--- config.mk ---
export PLATFORM = sky130hd
export DESIGN_NAME = vga_timing_gen
export DESIGN_NICKNAME = d
export VERILOG_FILES = /design/src/rtl/vga_timing_gen.sv
export SDC_FILE = /design/constraint.sdc
export NUM_CORES = 1
export LEC_CHECK = 0
export BUFFER_PORTS_ARGS = -buffer_cell sky130_fd_sc_hd__buf_2
export CORE_ASPECT_RATIO = 0.8
export CORE_MARGIN = 10
export CORE_UTILIZATION = 55
export CTS_CLUSTER_SIZE = 16
export DETAILED_ROUTE_END_ITERATION = 7
export GPL_TIMING_DRIVEN = 0
export PLACE_DENSITY = 0.79
export SYNTH_ARGS = -nofsm -noshare
export SYNTH_HDL_FRONTEND = slang
export SYNTH_SLANG_ARGS = --single-unit
--- constraint.sdc ---
create_clock -name Clock -period 2.6 [get_ports Clock]
set_input_delay 0.52 -clock Clock [delete_from_list [all_inputs] [get_ports Clock]]
set_output_delay 0.52 -clock Clock [all_outputs]
set_load 0.01 [all_outputs]
--- src/rtl/vga_timing_gen.sv ---
// Parametrised VGA raster timing generator: free-running h/v counters with
// combinational next-pixel address and registered sync/blank/strobe outputs.
module vga_timing_gen #(
  parameter int H_DISPLAY = 800,
  parameter int H_FRONT   = 56,
  parameter int H_SYNC    = 120,
  parameter int H_BACK    = 64,
  parameter int V_DISPLAY = 600,
  parameter int V_FRONT   = 37,
  parameter int V_SYNC    = 6,
  parameter int V_BACK    = 23,
  parameter int HSYNC_POL = 1,
  parameter int VSYNC_POL = 1,
  parameter int X_W       = 11,
  parameter int Y_W       = 10
) (
  input  logic           Clock,
  input  logic           Reset,
  input  logic           Enable,
  input  logic           PixelEn,
  output logic [X_W-1:0] nextX,
  output logic [Y_W-1:0] nextY,
  output logic           nextValid,
  output logic           blank_n,
  output logic           hSync,
  output logic           vSync,
  output logic           sync_n,
  output logic           lineStart,
  output logic           frameStart
);

  localparam int H_TOTAL = H_DISPLAY + H_FRONT + H_SYNC + H_BACK;
  localparam int V_TOTAL = V_DISPLAY + V_FRONT + V_SYNC + V_BACK;

  localparam logic [X_W-1:0] H_MAX = X_W'(H_TOTAL - 1);
  localparam logic [Y_W-1:0] V_MAX = Y_W'(V_TOTAL - 1);

  // Decode bounds kept 32 bits wide so a sync end equal to 2^X_W cannot wrap.
  localparam logic [31:0] H_ACT_END = 32'(H_DISPLAY);
  localparam logic [31:0] H_SYNC_LO = 32'(H_DISPLAY + H_FRONT);
  localparam logic [31:0] H_SYNC_HI = 32'(H_DISPLAY + H_FRONT + H_SYNC);
  localparam logic [31:0] V_ACT_END = 32'(V_DISPLAY);
  localparam logic [31:0] V_SYNC_LO = 32'(V_DISPLAY + V_FRONT);
  localparam logic [31:0] V_SYNC_HI = 32'(V_DISPLAY + V_FRONT + V_SYNC);

  localparam logic HS_ON = (HSYNC_POL != 0);
  localparam logic VS_ON = (VSYNC_POL != 0);

  logic [X_W-1:0] h_count, h_next;
  logic [Y_W-1:0] v_count, v_next;
  logic [31:0]    h_ext, v_ext;
  logic           active, h_act, v_act;

  always_comb begin
    h_ext  = 32'(h_count);
    v_ext  = 32'(v_count);
    active = (h_ext < H_ACT_END) && (v_ext < V_ACT_END);
    h_act  = (h_ext >= H_SYNC_LO) && (h_ext < H_SYNC_HI);
    v_act  = (v_ext >= V_SYNC_LO) && (v_ext < V_SYNC_HI);

    h_next = h_count + 1'b1;
    v_next = v_count;
    if (h_count == H_MAX) begin
      h_next = '0;
      v_next = (v_count == V_MAX) ? '0 : v_count + 1'b1;
    end
  end

  assign nextX     = active ? h_count : '0;
  assign nextY     = active ? v_count : '0;
  assign nextValid = active;

  // Enable low parks the raster at (0,0) with idle outputs; it outranks a tick.
  always_ff @(posedge Clock or posedge Reset) begin
    if (Reset) begin
      h_count    <= '0;
      v_count    <= '0;
      blank_n    <= 1'b0;
      hSync      <= ~HS_ON;
      vSync      <= ~VS_ON;
      sync_n     <= 1'b1;
      lineStart  <= 1'b0;
      frameStart <= 1'b0;
    end else if (!Enable) begin
      h_count    <= '0;
      v_count    <= '0;
      blank_n    <= 1'b0;
      hSync      <= ~HS_ON;
      vSync      <= ~VS_ON;
      sync_n     <= 1'b1;
      lineStart  <= 1'b0;
      frameStart <= 1'b0;
    end else if (PixelEn) begin
      h_count    <= h_next;
      v_count    <= v_next;
      blank_n    <= active;
      hSync      <= h_act ? HS_ON : ~HS_ON;
      vSync      <= v_act ? VS_ON : ~VS_ON;
      sync_n     <= ~(h_act || v_act);
      lineStart  <= (h_count == '0);
      frameStart <= (h_count == '0) && (v_count == '0);
    end else begin
      lineStart  <= 1'b0;
      frameStart <= 1'b0;
    end
  end

endmodule

-- After elaboration in Yosys (flattened, before gate mapping)
Cells that the tools add are included.
- $add $sub $neg: 2
- reductions and logical operators: 8
- equal/unequal tests: 4
- multiplexer cells: 23
- magnitude comparators: 6
- bitwise gates (word level): 1
- operator list (operator ; number):
    10-bit 2-to-1 mux ; 5
    11-bit 2-to-1 mux ; 4
    11-bit by 10-bit < comparator with 1-bit output (second input constant) ; 2
    10-bit < comparator (second input constant) ; 2
    1-bit 2-to-1 mux ; 14
    11-bit by 1-bit adder with 11-bit output (second input constant) ; 1
    11-bit equality test (second input constant) ; 1
    11-bit by 10-bit greater-or-equal comparator with 1-bit output (second input constant) ; 1
    11-bit zero test ; 1
    10-bit by 1-bit adder with 10-bit output (second input constant) ; 1
    10-bit equality test (second input constant) ; 1
    10-bit greater-or-equal comparator (second input constant) ; 1
    10-bit zero test ; 1
    1-bit logical AND ; 4
    2-bit by 1-bit != test with 1-bit output (second input constant) ; 2
    2-bit AND reduction ; 1
    1-bit logical OR ; 1
    1-bit inverter ; 1
- bits in registers: 27
- bits of input ports: 4

-- Depth between registers and ports, before layout
Gate-level depths: netlist (run 1).
- depth in word-level cells: 6
- depth in mapped cells: 6
- gate-level depth less buffers: 6

-- Worst setup path before layout (run 1)
No wires, ideal clock.
- path type: register to output
- start point: register h_count[7]
- end point: output port nextY[0]
- buffers on the path: 1
- data required time: 2.080 ns
- stages on the path, launching flop included: 5
- path slack: 0.568 ns
- data arrival time: 1.512 ns
- cell sequence: dfrtp_1 -> o311a_1 -> a2111oi_4 -> buf_6 -> and2_1
- cells in the longest elaborated chain, start to end: 3
- RTL lines (element ; line ; source):
    from (decl) ; 49 ; logic [X_W-1:0] h_count, h_next;
    from (signal assigned) ; 94 ; h_count <= h_next;
    11-bit by 10-bit < comparator with 1-bit output ; 57 ; active = (h_ext < H_ACT_END) && (v_ext < V_ACT_END);
    1-bit logical AND ; 57 ;
    via nextValid ; 23 ; output logic nextValid,
    10-bit 2-to-1 mux ; 70 ; assign nextY = active ? v_count : '0;
    to (decl) ; 22 ; output logic [Y_W-1:0] nextY,
The timed path passes the listed nets, and every way through them passes these cells.

-- Worst setup path in the final report (run 1)
- start point: register h_count[5]
- end point: output port nextX[8]
- cells in the longest elaborated chain, start to end: 3
- RTL lines (element ; line ; source):
    11-bit by 10-bit < comparator with 1-bit output ; 57 ;
    1-bit logical AND ; 57 ;
    11-bit 2-to-1 mux ; 69 ; assign nextX = active ? h_count : '0;
    to (decl) ; 21 ; output logic [X_W-1:0] nextX,
No other way between the ends.

==> run_results.csv, run 1 <==
group,metric,value,unit
critical_path,r2r_cells,5,
power,power_frac_comb,13.8,%
critical_path,cp.depth,6,
power,power.share.switching,26.9,%
status,run_status,"finished, final reports clean",
power,static_leakage,1.04,nW
critical_path,cp.arrival,2.08,ns
critical_path,reg2reg_setup_slack,0.75,ns
cells_and_area,finish.utilization,69.0,%
power,power_per_cell_area,373,nW/µm²
sta,finalMaxSlewViolations,0,
cells_and_area,stdcell_area,2140,µm²
cts,path_clk_slew,0.10,ns
cells_and_area,fill_cells,235,
flow_run,maxCapViolCount,0,
placement,place.gp.congestion,0.898,
detailed_routing,drt_drc_violations_left,0,
placement,place_worst_setup_slack,0.334,ns
synth,seq_area_frac_synth,37.9,%
detailed_routing,routed_wl,4.34,mm
power,pwr-share-seq,55.6,%
grt,global_route.usage.total,13.5,%
sta,maximum_clock_frequency,0.385,GHz
placement,detailedPlacementHpwl,3.08,mm
die,fp.coreArea,3110,µm²
synth,post_synth_most_frequent_cells,"dfrtp_1, and2_1, nor2_1",
synth,post-synth-top-count-cell,"dfrtp_1",
power,tot_pwr,0.800,mW
cells_and_area,finish.net_count,243,
sta,final_period_minus_worst_setup_slack,2.60,ns
critical_path,critPathMostFrequentCell,"buf_4",
synth,synth-seq-cells,27,
cts,root_buffer,"clkbuf_8",
detailed_routing,route.top_layer_used,"met4",
cells_and_area,syn2layout_area_growth,20.1,%
cts,cts_htree_levels,1,
cts,cts_inserted_buffers,3,
critical_path,critPathRequiredTime,2.08,ns
grt,first_pass_grt_wire_length,6.96,mm
critical_path,path_max_fanout,5,
synth,async_set_or_reset_flop_fraction_in_the_synthesized_netlist,100,%
synth,ys.warnings.count,0,
critical_path,cp_cell_sequence,"o311a_1, a2111oi_4, buf_4, buf_4, and2_1, buf_2",
grt,largest_net_degree_at_the_start_of_global_routing,28,
placement,buffer_ports.inserted,29,
placement,placedInstanceArea,1980,µm²
detailed_routing,vias_per_cell,5.81,
die,floorplan.initialDensity,57.4,%
synth,yosys.area.top_type,"dfrtp_1",
detailed_routing,ant_nets,0,
critical_path,largest_delay_share_family_worst_path,"compound AO/OA/AOI/OAI gates",
min_path,tightest_hold_check_type,"in2async",
die,die-area,5940,µm²
critical_path,critical_path.startpoint,"h_count[5]",
grt,grt_pass1_vias,1394,
sta,timing.final.setup_violations,0,
sta,timing.final.crit_share,99.9,%
detailed_routing,routedWlPerCell,15.9,µm
detailed_routing,drt_pre_antenna_iters,4,
die,num_rows,18,
synth,yosys.cell_types.count,47,
critical_path,worst_setup_path_start_kind,"flop",
synth,synth_largest_type_area_fraction,36.5,%
sta,hold_viol_final,0,
die,chipHeight,70.9,µm
synth,synth_enable_flop_cells,0,
synth,syn_inst,192,
cells_and_area,drive_above_1_share,32.3,%
synth,synth_area_leaders,"dfrtp_1, and2_1, a22o_1, ha_1, xor2_1",
sta,clock_skew,0.00842,ns
cts,clock_tree_from_tritoncts,"done",
power,vdd_ir_max,0.314,mV
power,power_frac_clock,30.6,%
cts,ctsHoldBuffers,0,
power,power_switching,0.215,mW
die,die_width,83.7,µm
cts,cts.sinks,27,
critical_path,cpMaxStageDelayCell,"dfrtp_2",
critical_path,worstSetupEndpoint,"nextX[8]",
cells_and_area,finalNonFillerCells,272,
cts,cts-root-to-sink-buffers,2,
sta,timing.max_slew.rel_slack,31.4,%
detailed_routing,route.layer.met1.wl,2.17,mm
detailed_routing,met2_length,1.86,mm
critical_path,crit_buf_inv,3,
sta,tightest_slew,1.03,ns
detailed_routing,route.vias.total,1579,
synth,mappedNetlistNets,202,
cts,clk-insertion-delay-late,0.28,ns
die,i_o_pin_total,32,
critical_path,regToRegEndpoint,"v_count[6]",
critical_path,max_stage_delay,0.46,ns
synth,syn-cell-area,1780,µm²
grt,number_of_antenna_violations_at_the_first_check_in_global_routing,0,
critical_path,r2r-start,"h_count[0]",
detailed_routing,met3RoutedLength,289,µm
placement,dp_cells,261,
synth,post_synth.cell_area_avg,9.29,µm²
sta,setup_ws,0.00213,ns
detailed_routing,drt_iter0_markers,178,
cells_and_area,diodes,0,
sta,rsz_0062_raised_after_global_routing,"yes",
critical_path,critical_path_class,"reg2out",
synth,ys.flop_type,"dfrtp_1",
grt,grt_overflow_total,0,
critical_path,worst_setup_path_end_kind,"primary output",
power,intPower,0.585,mW
[power groups by stage]
stage	sequential, mW	clock (mW)	combinational (mW)
3_5_place_dp	0.453	0	0.111
6_report	0.445	0.245	0.110
4_1_cts	0.445	0.255	0.111
5_1_grt	0.447	0.266	0.126
3_3_place_gp	0.453	0	0.108
2_1_floorplan	0.452	0	0.0743
[cells by family after synthesis]
family | after synthesis | synth area share (%)
DFF | 27 | 37.9
xor gates and xnor gates | 7 | 3.44
and+or+nand+nor | 93 | 29.7
other | 1 | 0.210
adders and majority gates | 6 | 4.21
buffers and inverters | 18 | 5.61
muxes | 4 | 2.45
AOI/OAI and AO/OA | 36 | 16.5
[stage by stage]
stage	setup TNS, ns	hold WS [ns]
finish	0	0.472
global route	-0.601	0.512
floorplan	0	0.480
detailed placement	0	0.475
global placement	0	0.463
CTS	0	0.486
[state kept, by name, summed over array words and instances, names as in the netlist]
register / flops
sync_n: 1
frameStart: 1
v_count: 10
lineStart: 1
hSync: 1
vSync: 1
blank_n: 1
h_count: 11
[how the worst min path moves through the flow]
| stage | from | end |
|---|---|---|
| 4_1_cts | sync_n | sync_n |
| 2_1_floorplan | sync_n | sync_n |
| 3_5_place_dp | sync_n | sync_n |
| 6_report | Reset | frameStart |
| 5_1_grt | sync_n | sync_n |
| 3_3_place_gp | sync_n | sync_n |
[worst register-to-register path, cell delays in order, from the launching register on]
cell and delay (ns):
dfrtp_1 0.42, ha_1 0.28, and4_1 0.27, a41oi_2 0.35, nor2_4 0.13, a221o_1 0.30
[what timing repair did]
| item | CTS | global route |
|---|---|---|
| resized for setup | 0 | 19 |
| buffers inserted | 0 | 6 |
| setup endpoints to repair | 0 | 19 |
[metal layers]
metal | GRT usage, % | up-vias
met2 | 19.4 | 51
met1 | 20.0 | 757
met5 | 0 | -
met4 | 1.67 | 0
li1 | - | 769
met3 | 3.89 | 2
[area by class of cell]
class                   count  area, µm²  area share (%)
inverters                   7       26.3            1.23
clock inverters             1       7.51           0.350
repair buffers             37        243            11.3
clock buffers               3       41.3            1.93
plain buffers              10       70.1            3.27
flip-flops and latches     27        681            31.8
well taps                  40       50.0            2.34
multi-input cells         147       1020            47.8
[cell usage in the layout, fill, tap and decap left out, types with 2 or more instances in the layout]
cell type / instances
nor3_2: 3
and2_4: 7
mux2_2: 3
nand4_1: 4
buf_2: 28
and4_1: 4
o21ai_1: 7
nor2_1: 16
and3_1: 4
inv_1: 6
o21ai_0: 3
clkbuf_8: 3
buf_6: 9
xor2_1: 7
and2_1: 15
a21oi_1: 4
nand2_1: 12
dfrtp_2: 3
nor3_1: 7
buf_4: 9
nor4_1: 3
dfrtp_1: 23
ha_1: 6
nor2b_1: 2
nand2b_1: 2
a22o_1: 9
nand3_1: 9
Note: power is estimated with default switching activity, not from simulation.
==> run 2, diff against run 1 <==
--- a/config.mk
+++ b/config.mk
@@ -6,12 +6,13 @@
 export NUM_CORES = 1
 export LEC_CHECK = 0
 export BUFFER_PORTS_ARGS = -buffer_cell sky130_fd_sc_hd__buf_2
-export CORE_ASPECT_RATIO = 0.8
+export CORE_ASPECT_RATIO = 1.2
 export CORE_MARGIN = 10
 export CORE_UTILIZATION = 55
 export CTS_CLUSTER_SIZE = 16
 export DETAILED_ROUTE_END_ITERATION = 7
 export GPL_TIMING_DRIVEN = 0
+export MAX_ROUTING_LAYER = met4
 export PLACE_DENSITY = 0.79
 export SYNTH_ARGS = -nofsm -noshare
 export SYNTH_HDL_FRONTEND = slang
==> run_results.csv, run 2 (synthesized netlist as in run 1, its figures left out) <==
group,metric,value,unit
detailed_routing,drt_drc_violations_left,0,
sta,tightest_slew,1.08,ns
die,fp.coreArea,3080,µm²
detailed_routing,routed_wl,4.66,mm
grt,first_pass_grt_wire_length,7.50,mm
cells_and_area,biggestRegsByFlops,"h_count: 11 flops, v_count: 10 flops",
power,power_frac_clock,25.3,%
placement,buffer_ports.inserted,29,
cells_and_area,layout.cells.most_common,"buf_2",
grt,grt_overflow_total,0,
status,run_status,"finished, final reports clean",
flow_run,maxCapViolCount,0,
die,chipHeight,82.4,µm
cells_and_area,largest_register,"h_count",
cells_and_area,most-common-layout-cells,"buf_2, dfrtp_1, and2_1",
die,die_width,72.0,µm
cts,cts-root-to-sink-buffers,2,
power,static_leakage,1.02,nW
die,num_rows,22,
cells_and_area,fill_cells,270,
cts,cts.sinks,27,
placement,place.gp.congestion,0.949,
cells_and_area,diodes,0,
cts,cts_htree_levels,1,
critical_path,worst_setup_path_start_kind,"flop",
cells_and_area,syn2layout_area_growth,16.6,%
cells_and_area,finish.net_count,242,
grt,number_of_antenna_violations_at_the_first_check_in_global_routing,0,
sta,rsz_0062_raised_after_global_routing,"yes",
power,power.share.switching,28.3,%
power,intPower,0.533,mW
sta,timing.final.setup_violations,0,
cells_and_area,drive_above_1_share,31.2,%
power,power_switching,0.210,mW
power,vdd_ir_max,0.236,mV
power,power_per_cell_area,357,nW/µm²
cts,clock_tree_from_tritoncts,"done",
sta,finalMaxSlewViolations,0,
grt,largest_net_degree_at_the_start_of_global_routing,28,
die,die-area,5930,µm²
cts,cts_inserted_buffers,3,
placement,dp_cells,257,
cells_and_area,multi_input_comb_area,1030,µm²
cts,path_clk_slew,0.15,ns
detailed_routing,vias_per_cell,6.05,
detailed_routing,ant_nets,0,
sta,hold_viol_final,0,
sta,timing.max_slew.rel_slack,27.6,%
sta,timing.final.crit_share,99.1,%
detailed_routing,route.vias.total,1615,
cells_and_area,largest_reg_flops,11,
power,power_frac_comb,14.7,%
cells_and_area,finalNonFillerCells,267,
min_path,tightest_hold_check_type,"in2async",
critical_path,cp.arrival,2.06,ns
critical_path,worst_setup_path_end_kind,"primary output",
cts,root_buffer,"clkbuf_4",
cells_and_area,seqCellArea,681,µm²
cts,clk-insertion-delay-late,0.32,ns
sta,maximum_clock_frequency,0.388,GHz
critical_path,path_max_fanout,5,
die,floorplan.initialDensity,57.9,%
detailed_routing,routedWlPerCell,17.5,µm
placement,place_worst_setup_slack,0.374,ns
sta,final_period_minus_worst_setup_slack,2.58,ns
power,pwr-share-seq,60.1,%
critical_path,critical_path_class,"reg2out",
detailed_routing,drt_iter0_markers,149,
placement,detailedPlacementHpwl,3.24,mm
grt,global_route.usage.total,15.6,%
critical_path,critPathRequiredTime,2.08,ns
grt,grt_pass1_vias,1561,
die,i_o_pin_total,32,
cts,ctsHoldBuffers,0,
sta,clock_skew,0.00264,ns
detailed_routing,drt_pre_antenna_iters,4,
sta,setup_ws,0.0236,ns
run 2: what timing repair did:
action,4_1_cts,5_1_grt
gates cloned,0,2
buffers inserted,3,2
resized for setup,2,12
setup endpoints to repair,17,20
pin swaps,1,1
run 2: worst max-delay path: stages, from the launching register on:
cell       delay (ns)
dfrtp_2          0.45
o311a_4          0.39
a2111oi_4        0.29
buf_4            0.22
buf_4            0.14
and2_1           0.12
buf_2            0.13
run 2: final timing paths:
path | slack, ns | cells after the start | end | start
worst min-delay path | 0.43 | 2 | v_count[3] | Reset
worst max register to register | 0.71 | 5 | v_count[6] | h_count[0]
worst max-delay path | 0.02 | 6 | nextY[5] | h_count[7]
worst min register to register | 0.52 | 2 | sync_n | sync_n
max in group asynchronous | 1.45 | 2 | h_count[7] | Reset
min in group Clock | 0.51 | 3 | lineStart | PixelEn
run 2: area by class of cell:
cell class                 instances  share of cell area (%)
clock inverter                     1                   0.241
sequential                        27                    32.7
clock buffer                       3                    1.08
multi-input combinational        147                    49.4
buffer                            10                    3.61
timing repair buffer              36                    9.50
inverter                           7                    1.26
tap                               36                    2.16
run 2: metal layers:
metal	global-route usage [%]	vias up	routed length [µm]
met5	-	-	0
met4	5.23	0	57
met3	3.10	8	277
met2	28.1	61	2430
met1	16.8	785	1890
li1	-	761	-
run 2: power by group through the flow:
| stage | sequential (mW) | combinational, mW | clock, mW |
|---|---|---|---|
| CTS | 0.446 | 0.110 | 0.191 |
| global route | 0.449 | 0.122 | 0.210 |
| floorplan | 0.452 | 0.0743 | 0 |
| global placement | 0.453 | 0.107 | 0 |
| finish | 0.446 | 0.109 | 0.188 |
| detailed placement | 0.454 | 0.109 | 0 |
run 2: stage by stage:
step	hold WS, ns	power, mW	TNS (ns)	cell area [µm²]	util [%]
2_1_floorplan	0.480	0.527	0	1780	-
3_3_place_gp	0.462	0.560	0	1970	64.0
3_5_place_dp	0.498	0.563	0	1970	64.0
4_1_cts	0.465	0.747	0	2030	65.7
5_1_grt	0.483	0.782	-1.11	2080	67.5
6_report	0.434	0.744	0	2080	67.5
==> run 3, diff against run 2 <==
--- a/config.mk
+++ b/config.mk
@@ -6,14 +6,16 @@
 export NUM_CORES = 1
 export LEC_CHECK = 0
 export BUFFER_PORTS_ARGS = -buffer_cell sky130_fd_sc_hd__buf_2
+export CELL_PAD_IN_SITES_DETAIL_PLACEMENT = 0
+export CELL_PAD_IN_SITES_GLOBAL_PLACEMENT = 2
 export CORE_ASPECT_RATIO = 1.2
 export CORE_MARGIN = 10
-export CORE_UTILIZATION = 55
+export CORE_UTILIZATION = 36
 export CTS_CLUSTER_SIZE = 16
 export DETAILED_ROUTE_END_ITERATION = 7
 export GPL_TIMING_DRIVEN = 0
 export MAX_ROUTING_LAYER = met4
-export PLACE_DENSITY = 0.79
+export PLACE_DENSITY = 0.83
 export SYNTH_ARGS = -nofsm -noshare
 export SYNTH_HDL_FRONTEND = slang
 export SYNTH_SLANG_ARGS = --single-unit
==> constraint.sdc (replaced) <==
create_clock -name Clock -period 3.05 [get_ports Clock]
set_input_delay 0.61 -clock Clock [delete_from_list [all_inputs] [get_ports Clock]]
set_output_delay 0.61 -clock Clock [all_outputs]
set_load 0.01 [all_outputs]
==> run_results.csv, run 3 (synthesized netlist as in run 1, its figures left out) <==
group,metric,value,unit
status,run_status,"finished, final reports clean",
cells_and_area,layout.cells.most_common,"buf_2",
grt,global_route.usage.total,11.2,%
critical_path,cp_cell_sequence,"clkbuf_1, a21o_1, a2111oi_4, buf_6, and2_1, buf_2",
cts,cts_resized,0,
sta,maximum_clock_frequency,0.372,GHz
cells_and_area,finish.net_count,236,
power,vdd_ir_max,0.138,mV
critical_path,critical_path_class,"reg2out",
detailed_routing,routed_wl,4.47,mm
critical_path,r2r-start,"h_count[0]",
cts,ctsHoldBuffers,0,
die,chipHeight,97.1,µm
detailed_routing,drt_pre_antenna_iters,4,
critical_path,critical_path.startpoint,"v_count[5]",
die,die-area,8180,µm²
cells_and_area,biggestRegsByFlops,"h_count: 11 flops, v_count: 10 flops",
grt,grt_use_met2,16.8,%
cells_and_area,largest_reg_flops,11,
detailed_routing,ant_nets,0,
placement,detailedPlacementHpwl,3.35,mm
cells_and_area,syn2layout_area_growth,14.9,%
placement,buffer_ports.inserted,29,
critical_path,cpMaxStageDelayCell,"a2111oi_4",
min_path,tightest_hold_check_type,"reg2reg",
power,power_frac_clock,30.1,%
cts,cts_htree_levels,1,
sta,hold_slack,0.482,ns
grt,grt_overflow_total,0,
power,static_leakage,0.999,nW
cts,cts_inserted_buffers,3,
critical_path,worst_setup_path_start_kind,"flop",
cells_and_area,drive_above_1_share,24.9,%
critical_path,critPathRequiredTime,2.44,ns
die,i_o_pin_total,32,
sta,finalMaxSlewViolations,0,
cells_and_area,largest_register,"h_count",
critical_path,path_max_fanout,10,
grt,number_of_antenna_violations_at_the_first_check_in_global_routing,0,
die,num_rows,28,
cts,root_buffer,"clkbuf_8",
flow_run,maxCapViolCount,0,
critical_path,worst_setup_path_end_kind,"primary output",
critical_path,cp.arrival,2.08,ns
cts,clock_tree_from_tritoncts,"done",
power,pwr-share-seq,56.2,%
grt,first_pass_grt_wire_length,7.65,mm
power,power_per_cell_area,329,nW/µm²
sta,timing.final.crit_share,88.1,%
power,power.share.switching,26.1,%
detailed_routing,drt_drc_violations_left,0,
cells_and_area,diodes,0,
sta,timing.final.setup_violations,0,
min_path,min-delay-start,"sync_n",
power,power_switching,0.176,mW
grt,largest_net_degree_at_the_start_of_global_routing,28,
cts,clk-insertion-delay-late,0.27,ns
die,die_width,84.3,µm
die,fp.coreArea,4870,µm²
grt,grt_util_met1,14.4,%
power,power_frac_comb,13.7,%
cts,cts.sinks,27,
critical_path,max_stage_delay,0.53,ns
sta,clock_skew,0.00286,ns
cts,cts_setup_buffers,0,
sta,rsz_0062_raised_after_global_routing,"no",
detailed_routing,drt_iter0_markers,63,
sta,final_period_minus_worst_setup_slack,2.69,ns
sta,timing.max_slew.rel_slack,30.3,%
grt,global_route.usage.met3,2.68,%
detailed_routing,routedWlPerCell,15.7,µm
power,intPower,0.499,mW
cts,cts-root-to-sink-buffers,2,
cells_and_area,most-common-layout-cells,"buf_2, dfrtp_1, and2_1",
grt,grt.busiest_layer,"met2",
detailed_routing,vias_per_cell,5.28,
sta,setup-tns-final,0,ns
placement,place.gp.congestion,0.824,
detailed_routing,route.vias.total,1506,
cts,path_clk_slew,0.09,ns
die,floorplan.initialDensity,36.6,%
sta,hold_viol_final,0,
grt,grt_pass1_vias,1519,
sta,tightest_slew,1.04,ns
[run 3: changes by cell type in the layout (fill, tap and decap cells not counted), sizes merged]
cell	before	now
clkinv	1	0
clkbuf	4	6
buf	45	38
[run 3: power by group through the flow]
stage | Sequential (mW) | Combinational, mW | Clock [mW]
global placement | 0.387 | 0.0955 | 0
CTS | 0.380 | 0.0955 | 0.211
global route | 0.381 | 0.106 | 0.228
floorplan | 0.386 | 0.0633 | 0
finish | 0.379 | 0.0927 | 0.203
detailed placement | 0.387 | 0.0950 | 0
[run 3: critical path, delay by kind of cell (launching register included)]
family          cells  cell delay, ns
simple gates        1            0.12
buf+inv             3            0.54
compound gates      2            0.78
flops               1            0.37
[run 3: layout make-up]
cell class	instances	area (µm²)
Timing Repair Buffer	29	145
Sequential cell	27	677
Multi-Input combinational cell	147	1010
Fill cell	524	2820
Clock buffer	4	45.0
Buffer	11	73.8
Tap cell	60	75.1
Inverter	7	26.3
[run 3: worst paths after layout]
kind / slack [ns] / depth (start not counted) / endpoint
max in group asynchronous: 1.84 / 2 / h_count[0]
min in group asynchronous: 0.58 / 2 / v_count[7]
worst min register to register: 0.48 / 2 / sync_n
worst max register to register: 1.17 / 5 / v_count[6]
worst max-delay path: 0.36 / 6 / nextY[7]
worst min-delay path: 0.48 / 2 / sync_n
[run 3: routing by layer]
metal / up-vias / part of all wire, % / wire (µm)
li1: 748 / - / -
met1: 709 / 47 / 2110
met2: 42 / 46 / 2060
met3: 7 / 5.2 / 234
met4: 0 / 1.6 / 70
met5: - / 0 / 0
[run 3: through the flow]
step	cell area [µm²]	total power [mW]	setup slack, ns	instances	util [%]
after CTS	2050	0.687	0.344	285	42.1
after detailed placement	2000	0.482	0.670	281	41.2
after floorplan	1780	0.449	0.928	192	-
after global placement	2000	0.482	0.667	281	41.2
after global routing	2050	0.715	0.205	285	42.1
final	2050	0.675	0.363	285	42.1
